## config.mk

```make
export PLATFORM = sky130hd
export DESIGN_NAME = hd63701_intc
export DESIGN_NICKNAME = d
export VERILOG_FILES = /design/src/rtl/hd63701_intc.sv
export SDC_FILE = /design/constraint.sdc
export NUM_CORES = 1
export LEC_CHECK = 0
export CORE_MARGIN = 2
export CORE_UTILIZATION = 40
export CTS_BUF_LIST = sky130_fd_sc_hd__clkbuf_4 sky130_fd_sc_hd__clkbuf_8
export DETAILED_ROUTE_END_ITERATION = 12
export PLACE_DENSITY = 0.85
export SLEW_MARGIN = 20
export SYNTH_ARGS = -nofsm -noshare
export SYNTH_HDL_FRONTEND = slang
export SYNTH_SLANG_ARGS = --single-unit
```

## constraint.sdc

```tcl
create_clock -name CLK -period 2.34 [get_ports CLK]
set_clock_uncertainty 0.05 [all_clocks]
set_input_delay 0.234 -clock CLK [delete_from_list [all_inputs] [get_ports CLK]]
set_output_delay 0.234 -clock CLK [all_outputs]
set_load 0.005 [all_outputs]
```

## src/rtl/hd63701_intc.sv

```systemverilog
// hd63701_intc: HD63701 interrupt arbiter/vector sequencer; define HD63701_INTC_NMI_FILTER_EN for a 3-tick NMI glitch filter
module hd63701_intc (
  input  logic       CLK,
  input  logic       RST,
  input  logic       clkren,
  input  logic       NMI_n,
  input  logic       IRQ1_n,
  input  logic       ICF,
  input  logic       OCF,
  input  logic       TOF,
  input  logic       EICI,
  input  logic       EOCI,
  input  logic       ETOI,
  input  logic       SCI_REQ,
  input  logic       ACK,
  input  logic [7:0] ACKV,
  output logic       NMI,
  output logic       IRQ,
  output logic       IRQ2_TIM,
  output logic       IRQ2_SCI,
  output logic [7:0] VEC
);
  typedef enum logic [1:0] {IDLE, HOLD, SVC} state_t;
  state_t state, state_nx;
  logic [7:0] vec_nx, best;
  logic nmi_s1, nmi_s2, irq_s1, irq_s2, nmi_pend, nmi_edge, ack_hit, hold;
  logic [1:0] warm;
  always_ff @(posedge CLK or posedge RST)
    if (RST) begin
      {nmi_s1, nmi_s2, irq_s1, irq_s2} <= '1;
      warm <= '0;
    end else if (clkren) begin
      nmi_s1 <= NMI_n;
      nmi_s2 <= nmi_s1;
      irq_s1 <= IRQ1_n;
      irq_s2 <= irq_s1;
      warm   <= {warm[0], 1'b1};
    end
  // warm marks synchroniser outputs that reflect real pin samples, so a pin held low through reset is never seen as falling
`ifdef HD63701_INTC_NMI_FILTER_EN
  logic [1:0] low_cnt;
  always_ff @(posedge CLK or posedge RST)
    if (RST) low_cnt <= 2'd3;
    else if (clkren) low_cnt <= (nmi_s2 & warm[1]) ? 2'd0 : (low_cnt == 2'd3 ? low_cnt : low_cnt + 2'd1);
  assign nmi_edge = ~nmi_s2 & (low_cnt == 2'd2);
`else
  logic nmi_prev;
  always_ff @(posedge CLK or posedge RST)
    if (RST) nmi_prev <= 1'b0;
    else if (clkren) nmi_prev <= nmi_s2 & warm[1];
  assign nmi_edge = nmi_prev & ~nmi_s2;
`endif
  always_comb
    best = (nmi_pend | nmi_edge) ? 8'hFC :
           ~irq_s2              ? 8'hF8 :
           (ICF & EICI)         ? 8'hF6 :
           (OCF & EOCI)         ? 8'hF4 :
           (TOF & ETOI)         ? 8'hF2 :
           SCI_REQ              ? 8'hF0 : 8'h00;
  assign ack_hit = (state == HOLD) & ACK & (ACKV == VEC);
  always_comb begin
    state_nx = IDLE;
    vec_nx   = 8'h00;
    case (state)
      IDLE: begin
        state_nx = (best != 8'h00) ? HOLD : IDLE;
        vec_nx   = best;
      end
      HOLD: begin
        state_nx = ack_hit ? SVC : ((best != 8'h00) ? HOLD : IDLE);
        vec_nx   = ack_hit ? VEC : best;
      end
      default: begin
        state_nx = IDLE;
        vec_nx   = 8'h00;
      end
    endcase
  end
  // a fresh NMI edge outranks the acknowledge that would clear the latch
  always_ff @(posedge CLK or posedge RST)
    if (RST) begin
      state    <= IDLE;
      VEC      <= 8'h00;
      nmi_pend <= 1'b0;
    end else if (clkren) begin
      state    <= state_nx;
      VEC      <= vec_nx;
      nmi_pend <= nmi_edge | (nmi_pend & ~(ack_hit & (ACKV == 8'hFC)));
    end
  assign hold     = (state == HOLD);
  assign NMI      = hold & (VEC == 8'hFC);
  assign IRQ      = hold & (VEC == 8'hF8);
  assign IRQ2_TIM = hold & ((VEC == 8'hF6) | (VEC == 8'hF4) | (VEC == 8'hF2));
  assign IRQ2_SCI = hold & (VEC == 8'hF0);
endmodule

```

# After elaboration in Yosys (flattened, before gate mapping)
# Cells that the tools add are included.
totals:
  ff_bits: 18
  inputBits: 21
  out_inout_bits: 12
op_classes:
  n_eq_ne: 10
  muxes: 11
  n_bitwise: 19
  reduce_logical: 3
op_table:
  columns: ["cell", "n"]
  rows:
  - ["$eq 8x8->1 const B", 7]
  - ["$mux 8", 7]
  - ["$pmux 8 s2", 1]
  - ["$and 1x1->1", 13]
  - ["$eq 8x8->1", 1]
  - ["$reduce_bool 8->1", 1]
  - ["$or 1x1->1", 4]
  - ["$pmux 2 s2", 1]
  - ["$eq 2x1->1 const B", 1]
  - ["$logic_not 2->1", 1]
  - ["$mux 2", 1]
  - ["$ne 2x2->1 const B", 1]
  - ["$not 1->1", 2]
  - ["$reduce_and 2->1", 1]
  - ["$mux 1", 1]

# Logic depth before layout (Yosys ltp)
# Gate-level depths: netlist of run 1.
depth:
  depth_word: 10
  mapped_depth: 5

# Worst setup path after synthesis of run 1
# Ideal clock, no wire load.
synth_timing:
  path_type: "reg2reg"
  from: "register VEC[6]"
  to: "register VEC[2]"
  setup_time_ns: 0.125
  arrival_time_ns: 1.433
  t_required_ns: 2.165
  slack_ns: 0.732
  stages_incl_launch_ff: 5
  path_buffers: 0
  period_less_slack_ns: 1.608
  path_cell_list: "dfrtp_1 -> nor3_1 -> a22oi_4 -> o21ai_4 -> mux2_2"
synth_via:
  elab_chain_cells: 4
synth_lines:
  columns: ["item", "line", "rtl"]
  rows:
  - ["start: declaration", "21", "output logic [7:0] VEC"]
  - ["start signal: assignment", "87", "VEC <= vec_nx;"]
  - ["$eq 8x8->1", "60", "assign ack_hit = (state == HOLD) & ACK & (ACKV == VEC);"]
  - ["$and 1x1->1", "60", null]
  - ["$ne 2x2->1 (no source line)", null, null]
  - ["$reduce_and 2->1 (no source line)", null, null]
# No other way between the ends.
# A chain may end at the register's enable or synchronous reset.

# Final worst setup path of run 1
layout_timing:
  from: "register VEC[6]"
  to: "output port IRQ2_SCI"
layout_via:
  elab_chain_cells: 2
layout_lines:
  columns: ["item", "line", "rtl"]
  rows:
  - ["$eq 8x8->1", "94", "assign IRQ2_SCI = hold & (VEC == 8'hF0);"]
  - ["$and 1x1->1", "94", null]
  - ["end: declaration", "20", "output logic IRQ2_SCI,"]
# No other way between the ends.

==> flow_metrics.py, run 1 <==
metrics = {
    "outcome": {
        "status": "completed",
    },
    "routing": {
        "viasPerCell": 5.09,
        "drt_iter0_markers": 9,
        "vias": 652,
        "drt-total-wl_um": 1650,
        "detail_route.wl_per_cell_um": 12.9,
        "drc": 0,
        "drtPass1Iterations": 4,
        "antenna_left": 0,
    },
    "finish": {
        "nets": 124,
        "fin_area_um2": 1120,
        "final_cell_mix": "clkdlybuf4s50_1 (31), dfrtp_1 (10), mux2_2 (7), nand2_1 (5), nor2_1 (5)",
        "antenna-diode-count": 0,
        "multi_input_area_um2": 384,
        "area_growth_pct": 40.2,
        "regArea_um2": 355,
        "drive_gt1_frac": 0.188,
        "fillers": 174,
        "final_common_cell": "clkdlybuf4s50_1",
    },
    "synthesis": {
        "ys_warn_count": 0,
        "synth_nets": 94,
        "ys.flop_type": "dfrtp_1",
        "yosysTopAreaCell": "dfrtp_1",
        "async_flop_share": 1.00,
        "syn_inst": 73,
        "ys_types": 34,
        "synth_area_um2": 800,
        "synth.top_cell.area_share": 0.313,
        "synth_edf_count": 0,
        "syn_avg_cell_area_um2": 11.0,
        "synth.area.top_cells": "dfrtp_1 (31%), dfstp_2 (13%), mux2_2 (9.9%)",
        "synth-seq-area-share": 0.444,
        "ys_ff_latch": 14,
    },
    "worst_setup_path": {
        "path_buf_inv": 1,
        "crit_slowest_cell": "clkdlybuf4s50_1",
        "startpoint_type": "flop",
        "critPathKind": "reg -> out",
        "worst-path-max-fanout": 8,
        "worst_ep_arrival_time_ns": 1.88,
        "cp-end-kind": "primary output",
        "max_stage_delay_ns": 0.53,
        "crit_required_ns": 2.06,
        "cp_top_family": "simple AND/OR/NAND/NOR gates",
        "path_cells": "nand2_1 -> nor3_1 -> nor3b_1 -> clkdlybuf4s50_1",
    },
    "cts": {
        "cts.sinks": 14,
        "cts_buffers": 3,
        "clock_path_buffers": 2,
        "postCtsHoldBufs": 0,
        "cts-root-buf": "clkbuf_4",
        "clk_pin_slew_worst_paths_ns": 0.08,
        "post_cts.repair.setup_buffers": 0,
        "tritoncts": "done",
        "htreeDepth": 1,
        "clkLatencyLatePin_ns": 0.27,
        "ctsResizeCount": 0,
    },
    "global_routing": {
        "grt_usage": 0.151,
        "grt-ovfl-total": 0,
        "grt_pass1_wl_um": 2790,
        "grt_pass1_vias": 653,
        "antenna_found_initial": 0,
        "grt_max_degree": 15,
    },
    "sta": {
        "slew_viol_final": 0,
        "finalCritPeriodShare": 0.926,
        "hold_viol": 0,
        "setup_viol": 0,
        "period_needed_ns": 2.17,
        "tns_ns": 0,
        "slew_headroom": 0.652,
        "clock.fmax_mhz": 462,
        "rsz0062_at_grt": "no",
        "tightest_slew_ns": 0.520,
    },
    "placed_design": {
        "place.gp.congestion": 0.707,
        "port_buffers": 31,
        "dpl.hpwl_um": 1320,
        "placed_cell_area_um2": 1100,
    },
    "die": {
        "core_area_um2": 1920,
        "start_util": 0.416,
        "die_y_um": 48.7,
        "fp-row-count": 16,
        "die_area_um2": 2370,
        "fp.dieW_um": 48.7,
        "io-pin-count": 33,
    },
    "hold_path": {
        "worstHoldPathType": "in -> async",
    },
    "power_and_ir_drop": {
        "powerDensity_nw_per_um2": 514,
        "p_clk_frac": 0.233,
        "combinationalPowerShare": 0.253,
        "p_leak_nw": 0.458,
        "p_int_w": 0.000425,
        "vdd_ir_drop_max_uv": 292,
        "p_sw_w": 0.000151,
        "p_sw_frac": 0.262,
        "p_seq_frac": 0.514,
    },
    "flow_run": {
        "drv_cap": 0,
    },
}
layout make-up:
class / instances / area share
multi-input combinational: 49 / 0.343
clock buffer: 3 / 0.0201
inverter: 4 / 0.0134
timing repair buffer: 31 / 0.277
sequential: 14 / 0.317
tap: 27 / 0.0301
state kept, by name (all words and copies together) (netlist names):
name	count
nmi_s2	1
nmi_prev	1
irq_s2	1
nmi_s1	1
state	2
irq_s1	1
nmi_pend	1
VEC	4
warm	2
cells in the mapped netlist, types with 2 or more instances:
master	count
a211oi_1	2
buf_4	4
dfrtp_1	10
dfstp_2	4
inv_1	4
mux2_2	7
nand2_1	5
nand3_1	2
nor2_1	5
nor3_1	2
nor3b_1	3
xnor2_1	3
stage by stage:
stage | instances | hold WS, ns | total power (W) | worst slack (ns) | utilization
final | 128 | 0.231 | 0.000576 | 0.173 | 0.583
after global routing | 128 | 0.274 | 0.000608 | 0.0160 | 0.583
after CTS | 128 | 0.248 | 0.000583 | 0.137 | 0.583
after detailed placement | 125 | 0.436 | 0.000449 | 0.454 | 0.572
after global placement | 125 | 0.395 | 0.000442 | 0.488 | 0.572
after floorplan | 73 | 0.0704 | 0.000373 | 0.732 | -
layer usage:
layer / vias up / share of wire / wire (um) / GRT usage
met5: - / 0 / 0 / 0
met4: 0 / 0.0030 / 5 / 0.0714
met3: 2 / 0.072 / 119 / 0.0432
met2: 32 / 0.53 / 871 / 0.269
met1: 304 / 0.40 / 656 / 0.164
li1: 314 / - / - / -
worst register-to-register path, stage by stage, from the launching register on:
cell     delay, ns
dfrtp_1       0.47
nor3_1        0.33
a22oi_4       0.10
o21ai_4       0.25
mux2_2        0.36
power groups by stage:
stage / combinational (W) / sequential [W] / clock (W)
4_1_cts: 0.000148 / 0.000296 / 0.000138
5_1_grt: 0.000160 / 0.000299 / 0.000149
2_1_floorplan: 0.0000795 / 0.000294 / 0
3_5_place_dp: 0.000148 / 0.000301 / 0
3_3_place_gp: 0.000144 / 0.000299 / 0
6_report: 0.000146 / 0.000296 / 0.000134
path summary, 6_finish.rpt:
kind | startpoint | end | slack, ns | cells after the start
worst max register to register | VEC[6]$_DFFE_PP0P_ | VEC[2]$_DFFE_PP0P_ | 0.66 | 4
worst min-delay path | RST | state[1]$_DFFE_PP0P_ | 0.23 | 2
worst max-delay path | VEC[6]$_DFFE_PP0P_ | IRQ2_SCI | 0.17 | 4
worst min register to register | warm[0]$_DFFE_PP0P_ | warm[0]$_DFFE_PP0P_ | 0.45 | 1
max in group asynchronous | RST | nmi_s2$_DFFE_PP1P_ | 1.65 | 2
min in group CLK | warm[0]$_DFFE_PP0P_ | warm[0]$_DFFE_PP0P_ | 0.45 | 1
kinds of logic after synthesis:
family                 Yosys count  share of synthesized area
AO/OA/AOI/OAI                   11                      0.131
other                            1                    0.00469
multiplexers                     9                      0.125
buffers and inverters           10                     0.0751
flip-flops                      14                      0.444
AND/OR/NAND/NOR                 25                      0.186
XOR/XNOR                         3                     0.0329
Note: power is estimated with default switching activity, not from simulation.
==> inputs of run 2 (changes only) <==
--- a/config.mk
+++ b/config.mk
@@ -5,7 +5,6 @@
 export SDC_FILE = /design/constraint.sdc
 export NUM_CORES = 1
 export LEC_CHECK = 0
-export CORE_MARGIN = 2
 export CORE_UTILIZATION = 40
 export CTS_BUF_LIST = sky130_fd_sc_hd__clkbuf_4 sky130_fd_sc_hd__clkbuf_8
 export DETAILED_ROUTE_END_ITERATION = 12
==> flow_metrics.py, run 2 (synthesis results as in run 1) <==
metrics = {
    "global_routing": {
        "grt_pass1_vias": 609,
        "antenna_found_initial": 0,
        "grt-ovfl-total": 0,
        "grt_pass1_wl_um": 2530,
        "grt_usage": 0.169,
        "grt_max_degree": 15,
    },
    "worst_setup_path": {
        "startpoint_type": "flop",
        "cp-end-kind": "primary output",
        "worst_ep_arrival_time_ns": 1.81,
        "reg2reg_from": "VEC[6]$_DFFE_PP0P_",
        "cp-endpoint": "IRQ2_SCI",
        "crit_cells": 4,
        "crit_required_ns": 2.06,
        "regToRegSetupSlack_ns": 0.66,
        "path_buf_inv": 1,
        "cp_top_family": "simple AND/OR/NAND/NOR gates",
        "startpoint": "VEC[6]$_DFFE_PP0P_",
        "path_cells": "nand2_1 -> nor3_1 -> nor3b_1 -> clkdlybuf4s50_1",
        "critPathKind": "reg -> out",
        "crit_slowest_cell": "clkdlybuf4s50_1",
        "worst-path-max-fanout": 8,
        "max_stage_delay_ns": 0.54,
        "rr_endpoint": "VEC[2]$_DFFE_PP0P_",
        "reg2reg_depth": 4,
    },
    "routing": {
        "drc": 0,
        "drt-total-wl_um": 1590,
        "detail_route.wl_per_cell_um": 12.5,
        "viasPerCell": 5.04,
        "drt_iter0_markers": 1,
        "drtPass1Iterations": 2,
        "vias": 640,
        "antenna_left": 0,
    },
    "finish": {
        "final_cell_mix": "clkdlybuf4s50_1 (31), dfrtp_1 (9), mux2_2 (7), nand2_1 (5), nor2_1 (5)",
        "regMostFlops": "VEC",
        "largest_register_ffs": 4,
        "nets": 124,
        "final_common_cell": "clkdlybuf4s50_1",
        "top_regs": "VEC: 4 flops, state: 2 flops, warm: 2 flops",
        "antenna-diode-count": 0,
        "area_growth_pct": 41.8,
        "drive_gt1_frac": 0.206,
    },
    "power_and_ir_drop": {
        "p_leak_nw": 0.465,
        "vdd_ir_drop_max_uv": 457,
        "p_total_w": 0.000616,
        "powerDensity_nw_per_um2": 543,
    },
    "cts": {
        "clock_path_buffers": 2,
        "tritoncts": "done",
        "htreeDepth": 1,
        "clk_pin_slew_worst_paths_ns": 0.08,
        "cts_buffers": 3,
        "post_cts.repair.setup_buffers": 0,
        "cts-root-buf": "clkbuf_4",
        "cts.sinks": 14,
        "clkLatencyLatePin_ns": 0.28,
    },
    "die": {
        "core_area_um2": 1800,
        "die_area_um2": 2180,
        "fp.dieW_um": 46.7,
        "io-pin-count": 33,
        "fp-row-count": 15,
        "start_util": 0.444,
        "die_y_um": 46.7,
    },
    "sta": {
        "finalCritPeriodShare": 0.895,
        "slew_headroom": 0.663,
        "hold_slack_ns": 0.221,
        "hold_viol": 0,
        "clock.fmax_mhz": 478,
        "tns_ns": 0,
        "slew_viol_final": 0,
        "rsz0062_at_grt": "no",
        "setup_viol": 0,
        "tightest_slew_ns": 0.504,
        "period_needed_ns": 2.09,
    },
    "flow_run": {
        "drv_cap": 0,
    },
    "placed_design": {
        "place.gp.congestion": 0.666,
        "dpl.hpwl_um": 1250,
        "port_buffers": 31,
    },
    "hold_path": {
        "worstHoldPathType": "in -> async",
    },
    "outcome": {
        "status": "completed",
    },
}
run 2: cell types whose count changed in the layout (fill, tap and decap cells not counted), sizes merged:
cell / previous run / this run
clkbuf: 3 / 4
run 2: per-layer routing:
layer	global-route usage	share of wire	vias up
met5	0	0	-
met1	0.195	0.45	298
met4	0.0857	0.021	0
met3	0.0275	0.053	4
met2	0.300	0.48	23
li1	-	-	315
run 2: worst min-delay path by stage:
stage | from | end | cells past startpoint
2_1_floorplan | RST | VEC[1]$_DFFE_PP0P_ | 1
3_3_place_gp | warm[0]$_DFFE_PP0P_ | warm[0]$_DFFE_PP0P_ | 1
6_report | RST | nmi_prev$_DFFE_PP0P_ | 2
3_5_place_dp | warm[0]$_DFFE_PP0P_ | warm[0]$_DFFE_PP0P_ | 1
5_1_grt | RST | nmi_prev$_DFFE_PP0P_ | 2
4_1_cts | RST | warm[1]$_DFFE_PP0P_ | 2
run 2: per-stage QoR:
stage	worst slack, ns	cell area, um^2	utilization	instances
2_1_floorplan	0.732	800	-	73
3_3_place_gp	0.485	1100	0.608	123
3_5_place_dp	0.433	1100	0.608	123
4_1_cts	0.145	1130	0.628	127
5_1_grt	0.0697	1130	0.629	127
6_report	0.246	1130	0.629	127
run 2: what timing repair did:
| action | in CTS | in global routing |
|---|---|---|
| resized for setup | 0 | 1 |
| hold buffers | 0 | 0 |
| setup endpoints to repair | 0 | 1 |
run 2: cell type report:
cell class / count / area (um^2)
clock buffers: 4 / 36.3
flip-flops and latches: 14 / 357
repair buffers: 31 / 310
well taps: 25 / 31.3
multi-input cells: 49 / 384
inverters: 4 / 15.0
fillers: 162 / 668
run 2: report_power, final:
group	internal, W	leakage [nW]	switching, W	total, W
clock	0.0000947	0.0210	0.0000779	0.000173
sequential	0.000271	0.150	0.0000257	0.000297
combinational	0.0000956	0.293	0.0000510	0.000147
total	0.000461	0.465	0.000155	0.000616
